## src/rtl/led_scan_pkg.sv

```systemverilog
// led_scan_pkg: shared constants and types for the LED hex scanner.
//   SEG_BLANK      - segment pattern with every segment off (active-low).
//   SEG_ALL_OFF_AN - digit-enable word with every digit off (active-low).
//   HEX_SEG_TABLE  - 16-entry hex-to-segment table, bit order {g,f,e,d,c,b,a},
//                    active-low.
//   digit_idx_t    - 3-bit digit index (0 = rightmost digit).
package led_scan_pkg;

    typedef logic [2:0] digit_idx_t;

    localparam logic [6:0] SEG_BLANK      = 7'h7F;
    localparam logic [7:0] SEG_ALL_OFF_AN = 8'hFF;

    localparam logic [6:0] HEX_SEG_TABLE [16] = '{
        7'h40, 7'h79, 7'h24, 7'h30,   // 0 1 2 3
        7'h19, 7'h12, 7'h02, 7'h78,   // 4 5 6 7
        7'h00, 7'h10, 7'h08, 7'h03,   // 8 9 A b
        7'h46, 7'h21, 7'h06, 7'h0E    // C d E F
    };

endpackage

```

## src/rtl/hex7seg.sv

```systemverilog
// hex7seg: purely combinational nibble to seven-segment decoder.
//   nibble - 4-bit hex value to show
//   seg    - active-low segment drive, bit order {g,f,e,d,c,b,a}
module hex7seg
    import led_scan_pkg::*;
(
    input  logic [3:0] nibble,
    output logic [6:0] seg
);

    assign seg = HEX_SEG_TABLE[nibble];

endmodule

```

## src/rtl/led_hex_scanner.sv

```systemverilog
// led_hex_scanner: shows a 32-bit word as eight hex digits on a
// time-multiplexed common-anode seven-segment display.
//
// A free-running divider keeps each digit enabled for CLK_DIV cycles. The
// displayed word and decimal-point mask are snapshotted only at the end of a
// full scan frame, so a digit never changes part way through a frame.
//
// Ports:
//   clk        - system clock
//   reset      - asynchronous, active-low reset
//   value      - word to display, nibble i drives digit i (digit 0 rightmost)
//   dp_mask    - bit i lights the decimal point of digit i
//   an         - digit enables, active-low
//   seg        - segment drives, active-low, {g,f,e,d,c,b,a}
//   dp         - decimal-point drive, active-low
//   frame_tick - one-cycle pulse on the edge that loads the snapshot
//
// Build option: define LED_SCAN_LZB_EN to blank leading zero digits
// (digit 0 is never blanked, decimal points are unaffected).
module led_hex_scanner
    import led_scan_pkg::*;
#(
    parameter int CLK_DIV    = 50000,
    parameter int NUM_DIGITS = 8
) (
    input  logic        clk,
    input  logic        reset,
    input  logic [31:0] value,
    input  logic [7:0]  dp_mask,
    output logic [7:0]  an,
    output logic [6:0]  seg,
    output logic        dp,
    output logic        frame_tick
);

    localparam int                CNT_W    = (CLK_DIV > 1) ? $clog2(CLK_DIV) : 1;
    localparam logic [CNT_W-1:0]  CNT_LAST = CNT_W'(CLK_DIV - 1);
    localparam digit_idx_t        IDX_LAST = digit_idx_t'(NUM_DIGITS - 1);

    logic [CNT_W-1:0] cnt_q, cnt_d;
    digit_idx_t       idx_q, idx_d;
    logic [31:0]      shadow_val_q, shadow_val_d;
    logic [7:0]       shadow_dp_q, shadow_dp_d;
    logic [7:0]       an_q, an_d;
    logic [6:0]       seg_q, seg_d;
    logic             dp_q, dp_d;
    logic             frame_tick_q, frame_tick_d;

    logic             digit_wrap;
    logic             frame_end;
    logic [3:0]       nibble_sel;
    logic [6:0]       hex_seg;
    logic             lead_blank;

    // Divider, digit index and snapshot next-state.
    always_comb begin
        digit_wrap   = (cnt_q == CNT_LAST);
        frame_end    = digit_wrap && (idx_q == IDX_LAST);

        cnt_d        = digit_wrap ? '0 : cnt_q + CNT_W'(1);
        idx_d        = digit_wrap ? idx_q + digit_idx_t'(1) : idx_q;
        shadow_val_d = frame_end ? value   : shadow_val_q;
        shadow_dp_d  = frame_end ? dp_mask : shadow_dp_q;
    end

    // Outputs are computed from the next-state index and snapshot so that the
    // registered drives line up with the digit that becomes active at the edge.
    assign nibble_sel = shadow_val_d[{idx_d, 2'b00} +: 4];

    hex7seg u_hex7seg (
        .nibble (nibble_sel),
        .seg    (hex_seg)
    );

`ifdef LED_SCAN_LZB_EN
    // A digit is a leading zero when it and every more-significant nibble
    // are zero; shifting the word down by the digit position tests exactly that.
    assign lead_blank = (idx_d != digit_idx_t'(0)) &&
                        ((shadow_val_d >> {idx_d, 2'b00}) == 32'd0);
`else
    assign lead_blank = 1'b0;
`endif

    always_comb begin
        an_d         = ~(8'(1) << idx_d);
        seg_d        = lead_blank ? SEG_BLANK : hex_seg;
        dp_d         = ~shadow_dp_d[idx_d];
        frame_tick_d = frame_end;
    end

    always_ff @(posedge clk or negedge reset) begin
        if (!reset) begin
            cnt_q        <= '0;
            idx_q        <= '0;
            shadow_val_q <= '0;
            shadow_dp_q  <= '0;
            an_q         <= SEG_ALL_OFF_AN;
            seg_q        <= SEG_BLANK;
            dp_q         <= 1'b1;
            frame_tick_q <= 1'b0;
        end else begin
            cnt_q        <= cnt_d;
            idx_q        <= idx_d;
            shadow_val_q <= shadow_val_d;
            shadow_dp_q  <= shadow_dp_d;
            an_q         <= an_d;
            seg_q        <= seg_d;
            dp_q         <= dp_d;
            frame_tick_q <= frame_tick_d;
        end
    end

    assign an         = an_q;
    assign seg        = seg_q;
    assign dp         = dp_q;
    assign frame_tick = frame_tick_q;

endmodule
```

## config.mk

```make
export PLATFORM = sky130hd
export DESIGN_NAME = led_hex_scanner
export DESIGN_NICKNAME = d
export VERILOG_FILES = /design/src/rtl/led_scan_pkg.sv /design/src/rtl/hex7seg.sv /design/src/rtl/led_hex_scanner.sv
export SDC_FILE = /design/constraint.sdc
export NUM_CORES = 1
export LEC_CHECK = 0
export CAP_MARGIN = 25
export CORE_MARGIN = 2
export CORE_UTILIZATION = 40
export CTS_CLUSTER_DIAMETER = 100
export DETAILED_ROUTE_END_ITERATION = 7
export HOLD_SLACK_MARGIN = 0.12
export SYNTH_ARGS = -nofsm -noshare
export SYNTH_HDL_FRONTEND = slang
export SYNTH_SLANG_ARGS = --single-unit
```

## constraint.sdc

```tcl
create_clock -name clk -period 7.6 [get_ports clk]
set_input_delay 1.52 -clock clk [delete_from_list [all_inputs] [get_ports clk]]
set_output_delay 1.52 -clock clk [all_outputs]
set_load 0.02 [all_outputs]
```

==> flow_results.xml, run 1 <==
<?xml version="1.0" encoding="UTF-8"?>
<metrics>
  <group name="clock_network">
    <metric name="htree_num_levels" unit="">3</metric>
    <metric name="cts_resized" unit="">0</metric>
    <metric name="postCtsSetupBuffers" unit="">0</metric>
    <metric name="clock-sinks" unit="">76</metric>
    <metric name="clock_tree.root_cell" unit="">sky130_fd_sc_hd__clkbuf_8</metric>
    <metric name="tritoncts_clock_tree" unit="">yes</metric>
    <metric name="post_cts_hold_buffer_count" unit="">0</metric>
    <metric name="insertion_delay" unit="ps">340</metric>
    <metric name="clkSlewWorstSetupHoldPaths" unit="ps">80</metric>
    <metric name="cts.path.max_buffers" unit="">2</metric>
    <metric name="cts_made_buffers" unit="">9</metric>
  </group>
  <group name="placement">
    <metric name="gp_routability_congestion" unit="">0.718</metric>
    <metric name="dp_hpwl" unit="µm">5000</metric>
    <metric name="detailedPlace.worstSlack" unit="ps">3180</metric>
    <metric name="portBuffers" unit="">58</metric>
  </group>
  <group name="floorplanning">
    <metric name="fp.coreArea" unit="µm²">8590</metric>
    <metric name="die_w" unit="µm">97.5</metric>
    <metric name="die_area" unit="µm²">9510</metric>
    <metric name="top_level_ports" unit="">59</metric>
    <metric name="floorplan.die.height" unit="µm">97.5</metric>
    <metric name="floorplan.initialDensity" unit="%">40.7</metric>
    <metric name="placement_rows" unit="">34</metric>
  </group>
  <group name="yosys">
    <metric name="synth.distinct_cells" unit="">51</metric>
    <metric name="synth-seq-area-share" unit="%">54.9</metric>
    <metric name="synthesis.nets" unit="">327</metric>
    <metric name="number_of_enable_type_register_cells_in_the_synthesized_netlist" unit="">0</metric>
    <metric name="yosysWarningCount" unit="">0</metric>
    <metric name="async_flop_share" unit="%">100</metric>
    <metric name="ys_ff_latch" unit="">76</metric>
    <metric name="mappedNetlistArea" unit="µm²">3500</metric>
    <metric name="synth_cells" unit="">276</metric>
    <metric name="synth.avg_cell_area" unit="µm²">12.7</metric>
    <metric name="prevailing_post_synth_register_cell" unit="">sky130_fd_sc_hd__dfrtp_1</metric>
  </group>
  <group name="route">
    <metric name="route.detailed.vias_per_inst" unit="">5.05</metric>
    <metric name="post-route-drc-count" unit="">0</metric>
    <metric name="total_number_of_vias" unit="">2291</metric>
    <metric name="ant_nets" unit="">0</metric>
    <metric name="route.detailed.wl_per_inst" unit="µm">15.9</metric>
    <metric name="drt_iter0_drc" unit="">96</metric>
    <metric name="totalWireLength" unit="µm">7240</metric>
    <metric name="drtPass1Iterations" unit="">4</metric>
  </group>
  <group name="critical_path">
    <metric name="timing.critical_path.cells" unit="">or4_4 &gt; nor4_1 &gt; mux2i_1 &gt; a21o_1 &gt; a221oi_1 &gt; a21oi_1 &gt; inv_1 &gt; ha_1 &gt; mux2_1 &gt; o2bb2ai_1</metric>
    <metric name="worst-endpoint-arrival" unit="ps">4640</metric>
    <metric name="crit_slowest_cell" unit="">sky130_fd_sc_hd__mux2i_1</metric>
    <metric name="cp_max_fo" unit="">9</metric>
    <metric name="largest_stage_delay_on_the_critical_path" unit="ps">860</metric>
    <metric name="worst_setup_path_end_kind" unit="">flip-flop</metric>
    <metric name="critical_path_required" unit="ps">7870</metric>
    <metric name="cp-start-kind" unit="">flip-flop</metric>
    <metric name="worst-setup-path-type" unit="">flip-flop to flip-flop</metric>
  </group>
  <group name="global_route">
    <metric name="grt_pass1_vias" unit="">2373</metric>
    <metric name="grt_max_degree" unit="">77</metric>
    <metric name="grt.overflow.total" unit="">0</metric>
    <metric name="grt_first_pass_wirelength" unit="µm">12000</metric>
    <metric name="grt_antenna_before_repair" unit="">0</metric>
    <metric name="grt_usage" unit="%">16.3</metric>
  </group>
  <group name="sta">
    <metric name="tightest_slew" unit="ps">932</metric>
    <metric name="rsz0062_at_grt" unit="">no</metric>
    <metric name="fin_worst_skew" unit="ps">12.1</metric>
    <metric name="finalCriticalPeriod" unit="ps">4370</metric>
    <metric name="finalHoldViolCount" unit="">0</metric>
    <metric name="maximum_achievable_frequency" unit="MHz">229</metric>
    <metric name="final-max-slew-violation-count" unit="">0</metric>
    <metric name="final_critical_path_setup_slack" unit="ps">3230</metric>
    <metric name="timing.slew.headroom" unit="%">36.1</metric>
    <metric name="timing.final.crit_share" unit="%">57.5</metric>
    <metric name="totalNegativeSetupSlack" unit="ps">0</metric>
    <metric name="setup-violations-final" unit="">0</metric>
  </group>
  <group name="status">
    <metric name="outcome" unit="">complete, no violations</metric>
  </group>
  <group name="final_layout">
    <metric name="layout-area-overhead-vs-synth" unit="%">26.0</metric>
    <metric name="final_util" unit="%">51.3</metric>
    <metric name="final_net_count" unit="">392</metric>
    <metric name="drive_gt1_share" unit="%">25.7</metric>
    <metric name="antenna_cells" unit="">0</metric>
  </group>
  <group name="pwr">
    <metric name="ir_worst_vdd" unit="µV">66.6</metric>
    <metric name="power_leakage" unit="nW">1.96</metric>
    <metric name="power-per-cell-area" unit="nW/µm²">170</metric>
  </group>
  <group name="hold_path">
    <metric name="hold_class" unit="">flip-flop to flip-flop</metric>
  </group>
  <group name="job">
    <metric name="cap_violations" unit="">0</metric>
  </group>
</metrics>
## through the flow
stage / area, µm² / total power, mW / hold WS (ps) / std cells
2_1_floorplan: 3500 / 0.412 / 433 / 276
3_3_place_gp: 4170 / 0.442 / 467 / 436
3_5_place_dp: 4180 / 0.442 / 460 / 437
4_1_cts: 4380 / 0.757 / 470 / 453
5_1_grt: 4410 / 0.785 / 493 / 454
6_report: 4410 / 0.748 / 471 / 454
## cells in the final DEF (no fill, tap or decap), types with 3 or more instances in the layout
master / netlist / final
sky130_fd_sc_hd__and3_1: 4 / 4
sky130_fd_sc_hd__nand3_1: 14 / 14
sky130_fd_sc_hd__buf_4: 1 / 4
sky130_fd_sc_hd__ha_1: 9 / 9
sky130_fd_sc_hd__clkbuf_8: 0 / 10
sky130_fd_sc_hd__inv_2: 3 / 3
sky130_fd_sc_hd__dfrtp_1: 60 / 60
sky130_fd_sc_hd__xnor2_1: 12 / 12
sky130_fd_sc_hd__a21oi_1: 5 / 5
sky130_fd_sc_hd__clkdlybuf4s50_1: 0 / 57
sky130_fd_sc_hd__mux2i_1: 12 / 12
sky130_fd_sc_hd__xor2_1: 4 / 4
sky130_fd_sc_hd__mux2_2: 40 / 40
sky130_fd_sc_hd__inv_1: 7 / 7
sky130_fd_sc_hd__nor2_1: 15 / 15
sky130_fd_sc_hd__nand2_1: 24 / 24
sky130_fd_sc_hd__dfstp_2: 16 / 16
## cells in the mapped netlist (2+ instances only)
cell type                    n  share of area [%]
sky130_fd_sc_hd__a22oi_1     2               0.43
sky130_fd_sc_hd__xor2_1      4                1.0
sky130_fd_sc_hd__nand2b_1    2               0.36
sky130_fd_sc_hd__and3_1      4               0.72
sky130_fd_sc_hd__nor4_1      2               0.36
sky130_fd_sc_hd__nor3b_1     2               0.43
sky130_fd_sc_hd__a31oi_2     2               0.72
sky130_fd_sc_hd__mux2_1      2               0.64
sky130_fd_sc_hd__a21oi_1     5               0.72
sky130_fd_sc_hd__nand3_1    14                2.0
sky130_fd_sc_hd__nor2_1     15                1.6
sky130_fd_sc_hd__buf_2       4               0.57
sky130_fd_sc_hd__buf_6       3               0.97
sky130_fd_sc_hd__dfstp_2    16                 12
sky130_fd_sc_hd__or4_4       2               0.64
sky130_fd_sc_hd__inv_2       3               0.32
sky130_fd_sc_hd__inv_1       7               0.75
sky130_fd_sc_hd__mux2i_1    12                3.4
sky130_fd_sc_hd__o2bb2ai_1   2               0.50
sky130_fd_sc_hd__o22ai_1     2               0.36
sky130_fd_sc_hd__xnor2_1    12                3.0
sky130_fd_sc_hd__mux2_2     40                 13
sky130_fd_sc_hd__ha_1        9                3.2
sky130_fd_sc_hd__dfrtp_1    60                 43
sky130_fd_sc_hd__nand2_1    24                2.6
## state kept, by name (all words and copies together), names as in the netlist
name and flops:
frame_tick 1, seg 7, idx_q 3, cnt_q 16, shadow_val_q 32, dp 1
shadow_dp_q 8, an 8
## path summary, 6_finish.rpt
kind                                          start            endpoint  slack [ps]  cells after the start
worst max-delay path            cnt_q[10]$_DFF_PN0_    seg[5]$_DFF_PN1_        3230                     10
worst min-delay path             cnt_q[0]$_DFF_PN0_  cnt_q[0]$_DFF_PN0_         470                      1
worst max register to register  cnt_q[10]$_DFF_PN0_    seg[5]$_DFF_PN1_        3230                     10
worst min register to register   cnt_q[0]$_DFF_PN0_  cnt_q[0]$_DFF_PN0_         470                      1
max in group asynchronous                     reset     an[4]$_DFF_PN1_        6080                      2
min in group asynchronous                     reset  cnt_q[4]$_DFF_PN0_        1190                      2
## layer usage
metal	global-route usage (%)	vias to the layer above	share of wire (%)
met5	0	-	0
met4	7.37	0	2.0
met3	4.17	9	3.7
met2	24.5	45	47
met1	22.2	1143	47
li1	-	1094	-
## logic make-up (layout without fill, tap and decap cells)
group                      after synthesis  count (layout)  synth area share [%]
DFF                                     76              76                  54.9
xor gates and xnor gates                16              16                  4.01
muxes                                   55              55                  17.6
AOI/OAI and AO/OA                       26              26                  5.97
adders and majority gates                9               9                  3.22
and+or+nand+nor                         75              75                  11.3
buffers and inverters                   19              89                  2.93
## power by group
part           internal [mW]  total [mW]  switching, mW
Clock                  0.162       0.313          0.151
Combinational         0.0197      0.0306         0.0109
Sequential             0.404       0.404              0
## worst max-delay path, delay by kind of cell (launching register included)
family	cells	cell delay [ps]
and+or+nand+nor	2	1420
muxes	2	1160
AOI/OAI and AO/OA	4	850
DFF	1	420
adders and majority gates	1	280
buffers and inverters	1	160
## layout make-up
class	count	area, µm²
repair buffers	63	639
flip-flops and latches	76	1920
inverters	10	37.5
clock buffers	11	141
fillers	755	4180
multi-input cells	181	1470
clock inverters	5	60.1
well taps	108	135
(Power assumes the default switching activity.)
==> run 2, diff against run 1 <==
--- a/config.mk
+++ b/config.mk
@@ -11,6 +11,7 @@
 export CTS_CLUSTER_DIAMETER = 100
 export DETAILED_ROUTE_END_ITERATION = 7
 export HOLD_SLACK_MARGIN = 0.12
+export PLACE_DENSITY = 0.65
 export SYNTH_ARGS = -nofsm -noshare
 export SYNTH_HDL_FRONTEND = slang
 export SYNTH_SLANG_ARGS = --single-unit
==> constraint.sdc (replaced) <==
create_clock -name clk -period 3.8 [get_ports clk]
set_input_delay 0.76 -clock clk [delete_from_list [all_inputs] [get_ports clk]]
set_output_delay 0.76 -clock clk [all_outputs]
set_load 0.02 [all_outputs]
==> run 2 against run 1 <==
Compared with the run above:
- final cell count is 2.6% higher
- first-iteration DRC count rose by 38%
- non-clock buffer count increased by 12
- global-route usage grew 0.081 points
==> flow_results.xml, run 2 (synthesis gave the netlist of run 1 again) <==
<?xml version="1.0" encoding="UTF-8"?>
<metrics>
  <group name="critical_path">
    <metric name="worst-setup-path-type" unit="">flip-flop to flip-flop</metric>
    <metric name="largest_stage_delay_on_the_critical_path" unit="ps">580</metric>
    <metric name="critical_path_required" unit="ps">4060</metric>
    <metric name="cp-start-kind" unit="">flip-flop</metric>
    <metric name="worst-endpoint-arrival" unit="ps">3720</metric>
    <metric name="crit_startpoint" unit="">cnt_q[10]$_DFF_PN0_</metric>
    <metric name="timing.critical_path.max_delay_family" unit="">simple AND/OR/NAND/NOR gates</metric>
    <metric name="timing.critical_path.cells" unit="">or4_4 &gt; nor4_1 &gt; buf_4 &gt; xnor2_1 &gt; inv_2 &gt; nor2_1 &gt; nand2_1 &gt; a21oi_1 &gt; inv_1 &gt; ha_1 &gt; mux2_1 &gt; o2bb2ai_1</metric>
    <metric name="crit_slowest_cell" unit="">sky130_fd_sc_hd__or4_4</metric>
    <metric name="worst_setup_path_end_kind" unit="">flip-flop</metric>
    <metric name="cp_max_fo" unit="">9</metric>
    <metric name="path_buf_inv" unit="">3</metric>
    <metric name="critical_path.reg2reg.startpoint" unit="">cnt_q[10]$_DFF_PN0_</metric>
  </group>
  <group name="final_layout">
    <metric name="drive_gt1_share" unit="%">26.8</metric>
    <metric name="biggest_regs" unit="">shadow_val_q (32), cnt_q (16)</metric>
    <metric name="n_fill_cell" unit="">755</metric>
    <metric name="layout.cells.most_common_list" unit="">sky130_fd_sc_hd__dfrtp_1 (60), sky130_fd_sc_hd__clkdlybuf4s50_1 (57), sky130_fd_sc_hd__mux2_2 (40), sky130_fd_sc_hd__nand2_1 (24)</metric>
    <metric name="layout-area-overhead-vs-synth" unit="%">27.7</metric>
    <metric name="largest_reg_flops" unit="">32</metric>
    <metric name="final_common_cell" unit="">sky130_fd_sc_hd__dfrtp_1</metric>
    <metric name="final_util" unit="%">52.0</metric>
    <metric name="final_net_count" unit="">404</metric>
    <metric name="antenna_cells" unit="">0</metric>
    <metric name="regMostFlops" unit="">shadow_val_q</metric>
  </group>
  <group name="global_route">
    <metric name="grt_max_degree" unit="">77</metric>
    <metric name="grt_pass1_vias" unit="">2469</metric>
    <metric name="grt_antenna_before_repair" unit="">0</metric>
    <metric name="grt_usage" unit="%">16.4</metric>
    <metric name="grt_first_pass_wirelength" unit="µm">12300</metric>
    <metric name="grt.overflow.total" unit="">0</metric>
  </group>
  <group name="sta">
    <metric name="finalHoldViolCount" unit="">0</metric>
    <metric name="tightest_slew" unit="ps">450</metric>
    <metric name="timing.slew.headroom" unit="%">69.8</metric>
    <metric name="setup-violations-final" unit="">0</metric>
    <metric name="finalHoldWorstSlack" unit="ps">198</metric>
    <metric name="maximum_achievable_frequency" unit="MHz">289</metric>
    <metric name="rsz0062_at_grt" unit="">no</metric>
    <metric name="final-max-slew-violation-count" unit="">0</metric>
    <metric name="timing.final.crit_share" unit="%">91.0</metric>
    <metric name="final_critical_path_setup_slack" unit="ps">341</metric>
    <metric name="finalCriticalPeriod" unit="ps">3460</metric>
    <metric name="fin_worst_skew" unit="ps">8.76</metric>
    <metric name="totalNegativeSetupSlack" unit="ps">0</metric>
  </group>
  <group name="placement">
    <metric name="dp_hpwl" unit="µm">5190</metric>
    <metric name="detailedPlace.worstSlack" unit="ps">337</metric>
    <metric name="gp_routability_congestion" unit="">0.770</metric>
    <metric name="portBuffers" unit="">58</metric>
  </group>
  <group name="pwr">
    <metric name="power-per-cell-area" unit="nW/µm²">313</metric>
    <metric name="ir_worst_vdd" unit="µV">158</metric>
    <metric name="power_leakage" unit="nW">2.00</metric>
    <metric name="p_total" unit="mW">1.40</metric>
  </group>
  <group name="clock_network">
    <metric name="tritoncts_clock_tree" unit="">yes</metric>
    <metric name="clock-sinks" unit="">76</metric>
    <metric name="postCtsSetupBuffers" unit="">0</metric>
    <metric name="htree_num_levels" unit="">3</metric>
    <metric name="clock_tree.root_cell" unit="">sky130_fd_sc_hd__clkbuf_8</metric>
    <metric name="cts_resized" unit="">0</metric>
    <metric name="post_cts_hold_buffer_count" unit="">0</metric>
    <metric name="clkSlewWorstSetupHoldPaths" unit="ps">70</metric>
    <metric name="cts_made_buffers" unit="">9</metric>
    <metric name="cts.path.max_buffers" unit="">2</metric>
    <metric name="insertion_delay" unit="ps">340</metric>
  </group>
  <group name="floorplanning">
    <metric name="die_area" unit="µm²">9510</metric>
    <metric name="floorplan.die.height" unit="µm">97.5</metric>
    <metric name="top_level_ports" unit="">59</metric>
    <metric name="fp.coreArea" unit="µm²">8590</metric>
    <metric name="floorplan.initialDensity" unit="%">40.7</metric>
    <metric name="placement_rows" unit="">34</metric>
    <metric name="die_w" unit="µm">97.5</metric>
  </group>
  <group name="route">
    <metric name="route.detailed.wl_per_inst" unit="µm">15.3</metric>
    <metric name="total_number_of_vias" unit="">2296</metric>
    <metric name="totalWireLength" unit="µm">7120</metric>
    <metric name="drtPass1Iterations" unit="">4</metric>
    <metric name="route.detailed.vias_per_inst" unit="">4.93</metric>
    <metric name="ant_nets" unit="">0</metric>
    <metric name="post-route-drc-count" unit="">0</metric>
    <metric name="drt_iter0_drc" unit="">132</metric>
  </group>
  <group name="status">
    <metric name="outcome" unit="">complete, no violations</metric>
  </group>
  <group name="hold_path">
    <metric name="hold_class" unit="">input pin to async pin</metric>
  </group>
  <group name="job">
    <metric name="cap_violations" unit="">0</metric>
  </group>
</metrics>
[run 2: cell count changes in the layout (fill, tap and decap cells not counted), sizes merged]
cell	delta
bufinv	-1
clkinv	-2
clkbuf	+5
buf	+12
inv	-1
clkinvlp	-1
[run 2: layer usage]
| layer | share of wire [%] | routed length, µm | GRT usage, % |
|---|---|---|---|
| met4 | 1.1 | 78 | 4.59 |
| met1 | 46 | 3270 | 21.6 |
| met3 | 4.0 | 283 | 5.47 |
| met5 | 0 | 0 | 0 |
| met2 | 49 | 3490 | 25.9 |
[run 2: report_power, final]
part | internal [mW] | switching, mW
logic | 0.0395 | 0.0214
clock network | 0.258 | 0.271
registers | 0.809 | 0
[run 2: worst register-to-register path, stage by stage, from the launching register on]
cell and delay, ps:
sky130_fd_sc_hd__dfrtp_1 410, sky130_fd_sc_hd__or4_4 580, sky130_fd_sc_hd__nor4_1 400, sky130_fd_sc_hd__buf_4 210, sky130_fd_sc_hd__xnor2_1 240, sky130_fd_sc_hd__inv_2 170, sky130_fd_sc_hd__nor2_1 210, sky130_fd_sc_hd__nand2_1 80
sky130_fd_sc_hd__a21oi_1 250, sky130_fd_sc_hd__inv_1 130, sky130_fd_sc_hd__ha_1 270, sky130_fd_sc_hd__mux2_1 300, sky130_fd_sc_hd__o2bb2ai_1 130
[run 2: per-stage QoR]
step / instances / cell area, µm²
after global placement: 449 / 4280
after CTS: 465 / 4440
after global routing: 466 / 4470
final: 466 / 4470
after detailed placement: 449 / 4280
after floorplan: 276 / 3500
[run 2: worst paths after layout]
kind / to / slack [ps] / cells past startpoint
min in group clk: cnt_q[0]$_DFF_PN0_ / 480 / 1
worst min-delay path: shadow_dp_q[2]$_DFF_PN0_ / 200 / 1
worst max register to register: seg[5]$_DFF_PN1_ / 340 / 12
worst max-delay path: seg[5]$_DFF_PN1_ / 340 / 12
worst min register to register: cnt_q[0]$_DFF_PN0_ / 480 / 1
max in group asynchronous: an[4]$_DFF_PN1_ / 3040 / 2
[run 2: cell type report]
cell class | instances | area (µm²) | area share (%)
timing repair buffer | 75 | 738 | 16.5
multi-input combinational | 181 | 1470 | 33.0
clock buffer | 16 | 160 | 3.59
sequential | 76 | 1920 | 43.0
tap | 108 | 135 | 3.03
inverter | 10 | 37.5 | 0.840
